===== config.mk =====
export PLATFORM = sky130hd
export DESIGN_NAME = instr_sequencer
export DESIGN_NICKNAME = d
export VERILOG_FILES = /design/src/rtl/sequencer_pkg.sv /design/src/rtl/seq_pc_counter.sv /design/src/rtl/instr_sequencer.sv
export SDC_FILE = /design/constraint.sdc
export NUM_CORES = 1
export LEC_CHECK = 0
export BUFFER_PORTS_ARGS = -buffer_cell sky130_fd_sc_hd__clkbuf_2
export CAP_MARGIN = 20
export CORE_MARGIN = 2
export CORE_UTILIZATION = 54
export CTS_BUF_LIST = sky130_fd_sc_hd__clkbuf_4 sky130_fd_sc_hd__clkbuf_8
export CTS_CLUSTER_DIAMETER = 30
export DETAILED_ROUTE_END_ITERATION = 6
export PLACE_DENSITY = 0.81
export SYNTH_ARGS = -nofsm -noshare
export SYNTH_HDL_FRONTEND = slang
export SYNTH_SLANG_ARGS = --single-unit

===== constraint.sdc =====
create_clock -name clock -period 1.7 [get_ports clock]
set_input_delay 0.34 -clock clock [delete_from_list [all_inputs] [get_ports clock]]
set_output_delay 0.34 -clock clock [all_outputs]
set_load 0.005 [all_outputs]

===== src/rtl/sequencer_pkg.sv =====
// Shared state encoding and instruction indices for the loop-driven instruction sequencer.
package sequencer_pkg;

   typedef enum logic [2:0] {
      IDLE  = 3'd0,
      INIT0 = 3'd1,
      INIT1 = 3'd2,
      CHECK = 3'd3,
      LOOP2 = 3'd4,
      LOOP3 = 3'd5,
      FIN   = 3'd6
   } seq_state_t;

   localparam logic [1:0] INSTR_LOAD0 = 2'd0;
   localparam logic [1:0] INSTR_LOAD1 = 2'd1;
   localparam logic [1:0] INSTR_STEP2 = 2'd2;
   localparam logic [1:0] INSTR_STEP3 = 2'd3;

   // Instruction index issued in a given state; non-issuing states drive index 0.
   function automatic logic [1:0] instr_of(input seq_state_t s);
      logic [1:0] sel;
      sel = INSTR_LOAD0;
      case (s)
         INIT0:   sel = INSTR_LOAD0;
         INIT1:   sel = INSTR_LOAD1;
         LOOP2:   sel = INSTR_STEP2;
         LOOP3:   sel = INSTR_STEP3;
         default: sel = INSTR_LOAD0;
      endcase
      return sel;
   endfunction

   function automatic logic issues(input seq_state_t s);
      return (s == INIT0) || (s == INIT1) || (s == LOOP2) || (s == LOOP3);
   endfunction

endpackage


===== src/rtl/seq_pc_counter.sv =====
// Program counter for the sequencer: cleared on run start, advanced by PC_STEP per issued
// instruction, wrapping naturally at 12 bits.
module seq_pc_counter #(
   parameter int PC_STEP = 1
) (
   input  logic        clock,
   input  logic        reset,
   input  logic        clear,
   input  logic        enable,
   output logic [11:0] pc
);

   localparam logic [11:0] STEP = 12'(PC_STEP % 4096);

   always_ff @(posedge clock or posedge reset) begin
      if (reset) begin
         pc <= '0;
      end else if (clear) begin
         pc <= '0;
      end else if (enable) begin
         pc <= pc + STEP;
      end
   end

endmodule


===== src/rtl/instr_sequencer.sv =====
// Issues the two init instructions, then repeats the two-instruction loop body while the
// datapath reports lt, bounded by MAX_ITER iterations.
//
// state | meaning
// IDLE  | waiting for start; iter_count/timeout hold last run's result
// INIT0 | issue instruction 0
// INIT1 | issue instruction 1
// CHECK | no issue; sample lt and the iteration cap
// LOOP2 | issue instruction 2
// LOOP3 | issue instruction 3, count one completed iteration
// FIN   | one-cycle done pulse, then back to IDLE
module instr_sequencer
   import sequencer_pkg::*;
#(
   parameter int MAX_ITER = 255,
   parameter int PC_STEP  = 1
) (
   input  logic        clock,
   input  logic        reset,
   input  logic        start,
   input  logic        lt,
   output logic [1:0]  instr_sel,
   output logic        instr_valid,
   output logic [11:0] pc,
   output logic        busy,
   output logic        done,
   output logic [7:0]  iter_count,
   output logic        timeout
);

   localparam logic [7:0] ITER_CAP = 8'(MAX_ITER);

   seq_state_t state, state_nx;
   logic       accept;
   logic       iter_inc;
   logic       set_timeout;
   logic       at_cap;

   assign at_cap = (iter_count == ITER_CAP);

   always_ff @(posedge clock or posedge reset) begin
      if (reset) begin
         state <= IDLE;
      end else begin
         state <= state_nx;
      end
   end

   always_comb begin
      state_nx    = state;
      accept      = 1'b0;
      iter_inc    = 1'b0;
      set_timeout = 1'b0;
      case (state)
         IDLE: begin
            if (start) begin
               state_nx = INIT0;
               accept   = 1'b1;
            end
         end
         INIT0: state_nx = INIT1;
         INIT1: state_nx = CHECK;
         CHECK: begin
            if (!lt) begin
               state_nx = FIN;
            end else if (at_cap) begin
               state_nx    = FIN;
               set_timeout = 1'b1;
            end else begin
               state_nx = LOOP2;
            end
         end
         LOOP2: state_nx = LOOP3;
         LOOP3: begin
            state_nx = CHECK;
            iter_inc = 1'b1;
         end
         FIN:     state_nx = IDLE;
         default: state_nx = IDLE;
      endcase
   end

   // Outputs are pure decodes of the state register so lt/start never reach them directly.
   assign instr_valid = issues(state);
   assign instr_sel   = instr_of(state);
   assign busy        = (state != IDLE);
   assign done        = (state == FIN);

   // LOOP3 is only reachable after CHECK saw iter_count below the cap, so this cannot wrap.
   always_ff @(posedge clock or posedge reset) begin
      if (reset) begin
         iter_count <= '0;
         timeout    <= 1'b0;
      end else if (accept) begin
         iter_count <= '0;
         timeout    <= 1'b0;
      end else begin
         if (iter_inc) begin
            iter_count <= iter_count + 8'd1;
         end
         if (set_timeout) begin
            timeout <= 1'b1;
         end
      end
   end

   seq_pc_counter #(
      .PC_STEP (PC_STEP)
   ) u_pc (
      .clock  (clock),
      .reset  (reset),
      .clear  (accept),
      .enable (instr_valid),
      .pc     (pc)
   );

endmodule


==> flow_summary.toml, run 1 <==
[clock_network]
clk_latency_ns = 0.31
clk_pin_slew_ns = 0.13
cts_tree = "yes"
cts_hold_buffers = 0
cts_root_buffer = "clkbuf_4"
h-tree-depth = 1
clockBufferDepth = 2
clock_sinks = 24
cts_buffers = 3

[floorplan]
die_area_um2 = 2660
core_area_um2 = 2170
io_pins = 30
fp.dieH_um = 51.6
start_util_pct = 56.4
row_count = 17
die_x_um = 51.6

[logic_synthesis]
yosys_warnings = 0
synth_nets = 132
yosysTopAreaCell = "dfrtp_1"
synth_cells = 126
synth-seq-cells = 24
synth_cell_types = 33
syn_area_per_cell_um2 = 9.71
syn_area_um2 = 1220
synth_top_cells_by_area = "dfrtp_1, nor2_1, xor2_1"
yosysTopAreaCellShare_pct = 49.1
synth_seq_area_share_pct = 49.1

[worst_setup_path]
crit_path_start_kind = "register"
path_class = "reg -> out"
critical_path_arrival_ns = 1.36
slowest_stage = "dfrtp_2"
endpoint_kind = "primary output"
crit_chain = "nor3_4, clkinv_2, and2_4, clkbuf_2"
cp.required_ns = 1.36
critPathMaxFanout = 3
critPathMaxStageDelay_ns = 0.46

[placement]
place_congestion = 0.799
dp.cells = 183
port_buffers = 29
dpl_worst_slack_ns = 0.0948
dp.final_hpwl_um = 1940

[sta]
period_share_pct = 100
setup-tns-final_ns = -0.00184
max-slew-margin-rel_pct = 79.4
setup_violations = 1
min_period_ns = 1.70
hold_violations = 0
fin_ws_ns = -0.00184
fmax_mhz = 588
skew_ns = 0.00152
slew_viol_final = 0
worst_slew_pin_slew_ns = 0.309
rsz0062_at_grt = "yes"

[power_and_ir_drop]
pwr_density_cell_nw_per_um2 = 1660
p_leak_nw = 0.776
peakVddDrop_v = 0.00103

[detailed_routing]
drt_iter0_drc = 22
totalWireLength_um = 3000
vias = 1122
routedWlPerCell_um = 15.1
vias_per_cell = 5.67
drc = 0
ant_nets = 0
firstDrtPassIters = 4

[final_layout]
post-route-util_pct = 73.2
drive_gt1_share_pct = 37.1
syn2layout_area_growth_pct = 29.9
nNetsFinal = 178
stdcell_count = 198
diodes = 0

[min_path]
holdCritPathClass = "in -> async"

[global_routing]
grt_pass1_wl_um = 4640
gr-usage-all-layers_pct = 23.4
grt_antenna_before_repair = 0
overflow = 0
grt_pass1_vias = 1107
grt_max_degree = 25

[run_status]
status = "complete, but fails checks"
violations = "negative setup slack"

[flow_run]
cap_violations = 0
## worst max-delay path: cells and delay by family (launching register included)
family / cells / cell delay (ns)
buf+inv: 2 / 0.20
simple gates: 2 / 0.38
flops: 1 / 0.46
## kinds of logic (layout without fill, tap and decap cells)
family                   Yosys count  after routing  synth area share, %
AND/OR/NAND/NOR                   56             56                 24.8
adder cells (fa/ha/maj)            2              2                 2.04
buffers and inverters             10             54                 3.58
AO/OA/AOI/OAI                     20             20                 10.1
XOR/XNOR                          11             11                 7.87
multiplexers                       3              3                 2.45
flip-flops                        24             24                 49.1
## cells in the mapped netlist
cell	n
nand3_1	5
and2_1	2
and3_1	3
or4_1	1
inv_1	4
ha_1	2
buf_4	1
mux2i_1	3
o21ai_1	1
nor3_2	1
a21oi_1	7
xor2_1	6
o21ai_4	1
nand2_1	9
o211ai_1	1
or3_1	6
inv_2	1
buf_2	1
xnor2_1	5
and4_1	2
nand4_1	5
clkinv_2	1
nand2b_1	2
nor2_1	15
buf_1	1
o21ai_0	6
nor3_1	2
clkbuf_1	1
dfrtp_1	24
nor4_1	1
nand3_4	1
nand3b_1	1
o31ai_1	4
## report_power, final
group / internal [mW] / switching [mW] / leakage (nW)
logic: 0.685 / 0.657 / 0.449
registers: 0.779 / 0.263 / 0.314
clock network: 0.0830 / 0.169 / 0.0138
total: 1.55 / 1.09 / 0.776
## through the flow
stage	hold WS [ns]	cell area (um2)	power [mW]
2_1_floorplan	0.355	1220	1.63
4_1_cts	0.0380	1500	2.40
5_1_grt	0.0404	1590	2.83
6_report	0.0248	1590	2.64
3_3_place_gp	0.379	1410	1.95
3_5_place_dp	0.383	1410	2.01
## cell usage in the layout (no fill, tap or decap), types with 2 or more instances in the layout
| cell type | instances |
|---|---|
| clkbuf_2 | 28 |
| dfrtp_1 | 21 |
| nor2_1 | 15 |
| buf_4 | 14 |
| nand2_1 | 9 |
| xor2_1 | 6 |
| or3_1 | 6 |
| a21oi_1 | 6 |
| xnor2_1 | 5 |
| o21ai_0 | 5 |
| nand4_1 | 5 |
| inv_1 | 4 |
| nand3_1 | 4 |
| o31ai_1 | 4 |
| mux2i_1 | 3 |
| and3_1 | 3 |
| clkbuf_4 | 3 |
| dfrtp_2 | 3 |
| nand2b_4 | 2 |
| nor3_1 | 2 |
| o21ai_1 | 2 |
| and4_1 | 2 |
| ha_1 | 2 |
| buf_6 | 2 |
## cell type report
cell class	instances	area (um2)
clock buffer	3	22.5
fill	170	581
inverter	6	23.8
multi-input combinational	92	631
sequential	24	604
tap	28	35.0
timing repair buffer	45	273
## flip-flops by register name, indices dropped and copies added, names as in the netlist
name,cells
u_pc.pc,12
timeout,1
state,3
iter_count,8
## metal layers
metal	vias up	global-route usage (%)	wire, um
met5	-	0	0
met4	0	10.1	65
met3	7	2.59	94
met2	30	42.7	1600
met1	552	27.7	1230
li1	533	-	-
## worst paths after layout
kind	startpoint	to	slack (ns)	cells after the start
max	state[0]	instr_valid	-0.002	4
min	reset	u_pc.pc[10]	0.02	3
max reg2reg	state[2]	u_pc.pc[11]	0.03	5
min reg2reg	timeout	timeout	0.53	2
max in group asynchronous	reset	state[1]	1.42	3
min in group clock	lt	timeout	0.29	3
## what timing repair did
action | CTS | global route
hold endpoints to repair | 0 | 0
pin swaps | 1 | 3
buffers inserted | 6 | 6
setup endpoints to repair | 3 | 7
resized for setup | 7 | 9
Power figures use the tool's default switching activity.
==> inputs of run 2 (changes only) <==
BUFFER_PORTS_ARGS = not set   (was -buffer_cell sky130_fd_sc_hd__clkbuf_2)
CORE_UTILIZATION = 64   (was 54)
DONT_BUFFER_PORTS = 1   (was not set)
PLACE_DENSITY = 0.8   (was 0.81)
==> flow_summary.toml, run 2 (synthesis results as in run 1) <==
[sta]
hold_violations = 0
worst_slew_pin_slew_ns = 0.293
min_period_ns = 1.72
rsz0062_at_grt = "yes"
hold_ws_ns = 0.155
max-slew-margin-rel_pct = 80.3
fmax_mhz = 582
period_share_pct = 101
slew_viol_final = 0
skew_ns = 0.0101
fin_ws_ns = -0.0171
setup_violations = 1

[power_and_ir_drop]
switching_power_mw = 1.04
p_clk_share_pct = 12.7
p_int_mw = 1.43
p_comb_share_pct = 45.2
p_leak_nw = 0.657
seqPwrFrac_pct = 42.1
pwr_density_cell_nw_per_um2 = 1690
peakVddDrop_v = 0.00113
switching_share_pct = 42.0

[floorplan]
start_util_pct = 69.4
core_area_um2 = 1760
io_pins = 30
die_area_um2 = 2280
fp.dieH_um = 47.7
row_count = 15
die_x_um = 47.7

[detailed_routing]
drc = 0
firstDrtPassIters = 4
drt_iter0_drc = 33
vias = 1049
ant_nets = 0
totalWireLength_um = 3000
routedWlPerCell_um = 17.5
vias_per_cell = 6.10

[placement]
dp.final_hpwl_um = 1940
dp.cells = 154
place_congestion = 0.867
dpl_worst_slack_ns = 0.0733
port_buffers = 0
placed_area_um2 = 1290

[worst_setup_path]
critPathMaxStageDelay_ns = 0.49
crit_buf_inv = 1
path_class = "reg -> out"
slowest_stage = "dfrtp_2"
critPathMaxFanout = 8
endpoint_kind = "primary output"
cp.required_ns = 1.36
crit_chain = "nor3_4, clkinv_4, and2_4"
cp_top_family = "flip-flops"
critical_path_arrival_ns = 1.38
crit_path_start_kind = "register"

[global_routing]
gr-usage-all-layers_pct = 28.4
grt_pass1_wl_um = 4420
grt_max_degree = 25
grt_pass1_vias = 1002
overflow = 0
grt_antenna_before_repair = 0

[min_path]
holdCritPathClass = "in -> reg"

[final_layout]
final_cell_mix = "dfrtp_1, buf_4, nor2_1"
top_regs = "u_pc.pc (12), iter_count (8), state (3)"
syn2layout_area_growth_pct = 19.6
max_flop_register = "u_pc.pc"
nNetsFinal = 154
final_common_cell = "dfrtp_1"
stdcell_area_um2 = 1460
drive_gt1_share_pct = 24.5
largest_reg_flops = 12
diodes = 0
fill_cells = 107
stdcell_count = 172

[run_status]
status = "complete, but fails checks"
violations = "negative setup slack"

[clock_network]
h-tree-depth = 1
clk_pin_slew_ns = 0.13
clockBufferDepth = 2
cts_buffers = 3
clock_sinks = 24
cts_root_buffer = "clkbuf_4"
cts_tree = "yes"
clk_latency_ns = 0.32

[flow_run]
cap_violations = 0
==> run 2: cell count changes in the layout (fill, tap and decap cells not counted), sizes merged <==
| cell | before | now |
|---|---|---|
| dlygate4sd3 | 0 | 1 |
| buf | 17 | 20 |
| clkbuf | 31 | 4 |
==> run 2: area by class of cell <==
type	instances	area [um2]	area share [%]
well taps	25	31.3	2.14
repair buffers	21	160	10.9
flip-flops and latches	24	604	41.3
multi-input cells	92	604	41.3
inverters	6	27.5	1.88
clock buffers	4	36.3	2.48
==> run 2: power groups by stage <==
stage,logic (mW),clock network (mW),registers (mW)
finish,1.12,0.313,1.04
global route,1.23,0.328,1.07
CTS,0.959,0.305,1.03
detailed placement,0.833,0,1.05
global placement,0.795,0,1.03
floorplan,0.622,0,1.01
==> run 2: what timing repair did <==
| action | in CTS | in global routing |
|---|---|---|
| hold buffers | 1 | 0 |
| gates resized for setup | 6 | 5 |
| pin swaps | 2 | 5 |
| setup endpoints to repair | 2 | 7 |
| setup buffers | 4 | 9 |
| cloned | 0 | 0 |
| hold endpoints to repair | 24 | 0 |
==> run 2: metal layers <==
layer  vias up  share of wire, %  track usage (%)
met5         -                 0                0
met4         0               2.0             11.4
met3         9               6.6             7.17
met2        43                52             45.6
met1       513                40             37.0
li1        484                 -                -
==> run 2: metrics by stage <==
| stage | util [%] | power (mW) | TNS [ns] |
|---|---|---|---|
| 5_1_grt | 83.0 | 2.63 | -0.106 |
| 6_report | 83.0 | 2.47 | -0.0171 |
| 4_1_cts | 78.2 | 2.30 | -0.00960 |
| 3_5_place_dp | 73.0 | 1.88 | 0 |
| 3_3_place_gp | 73.0 | 1.82 | 0 |
| 2_1_floorplan | - | 1.63 | 0 |
==> run 2: path summary, 6_finish.rpt <==
path / startpoint / end / slack (ns) / cells after the start
max: state[0] / instr_valid / -0.02 / 3
min: lt / timeout / 0.15 / 2
max reg2reg: state[2] / u_pc.pc[11] / 0.07 / 4
min reg2reg: timeout / timeout / 0.54 / 2
max in group asynchronous: reset / state[2] / 0.96 / 3
min in group asynchronous: reset / u_pc.pc[10] / 0.48 / 3
==> run 2: worst register-to-register path, delay by kind of cell, from the launching register on <==
| kind | cells | cell delay [ns] |
|---|---|---|
| AND/OR/NAND/NOR | 2 | 0.63 |
| flip-flops | 1 | 0.50 |
| AO/OA/AOI/OAI | 2 | 0.45 |
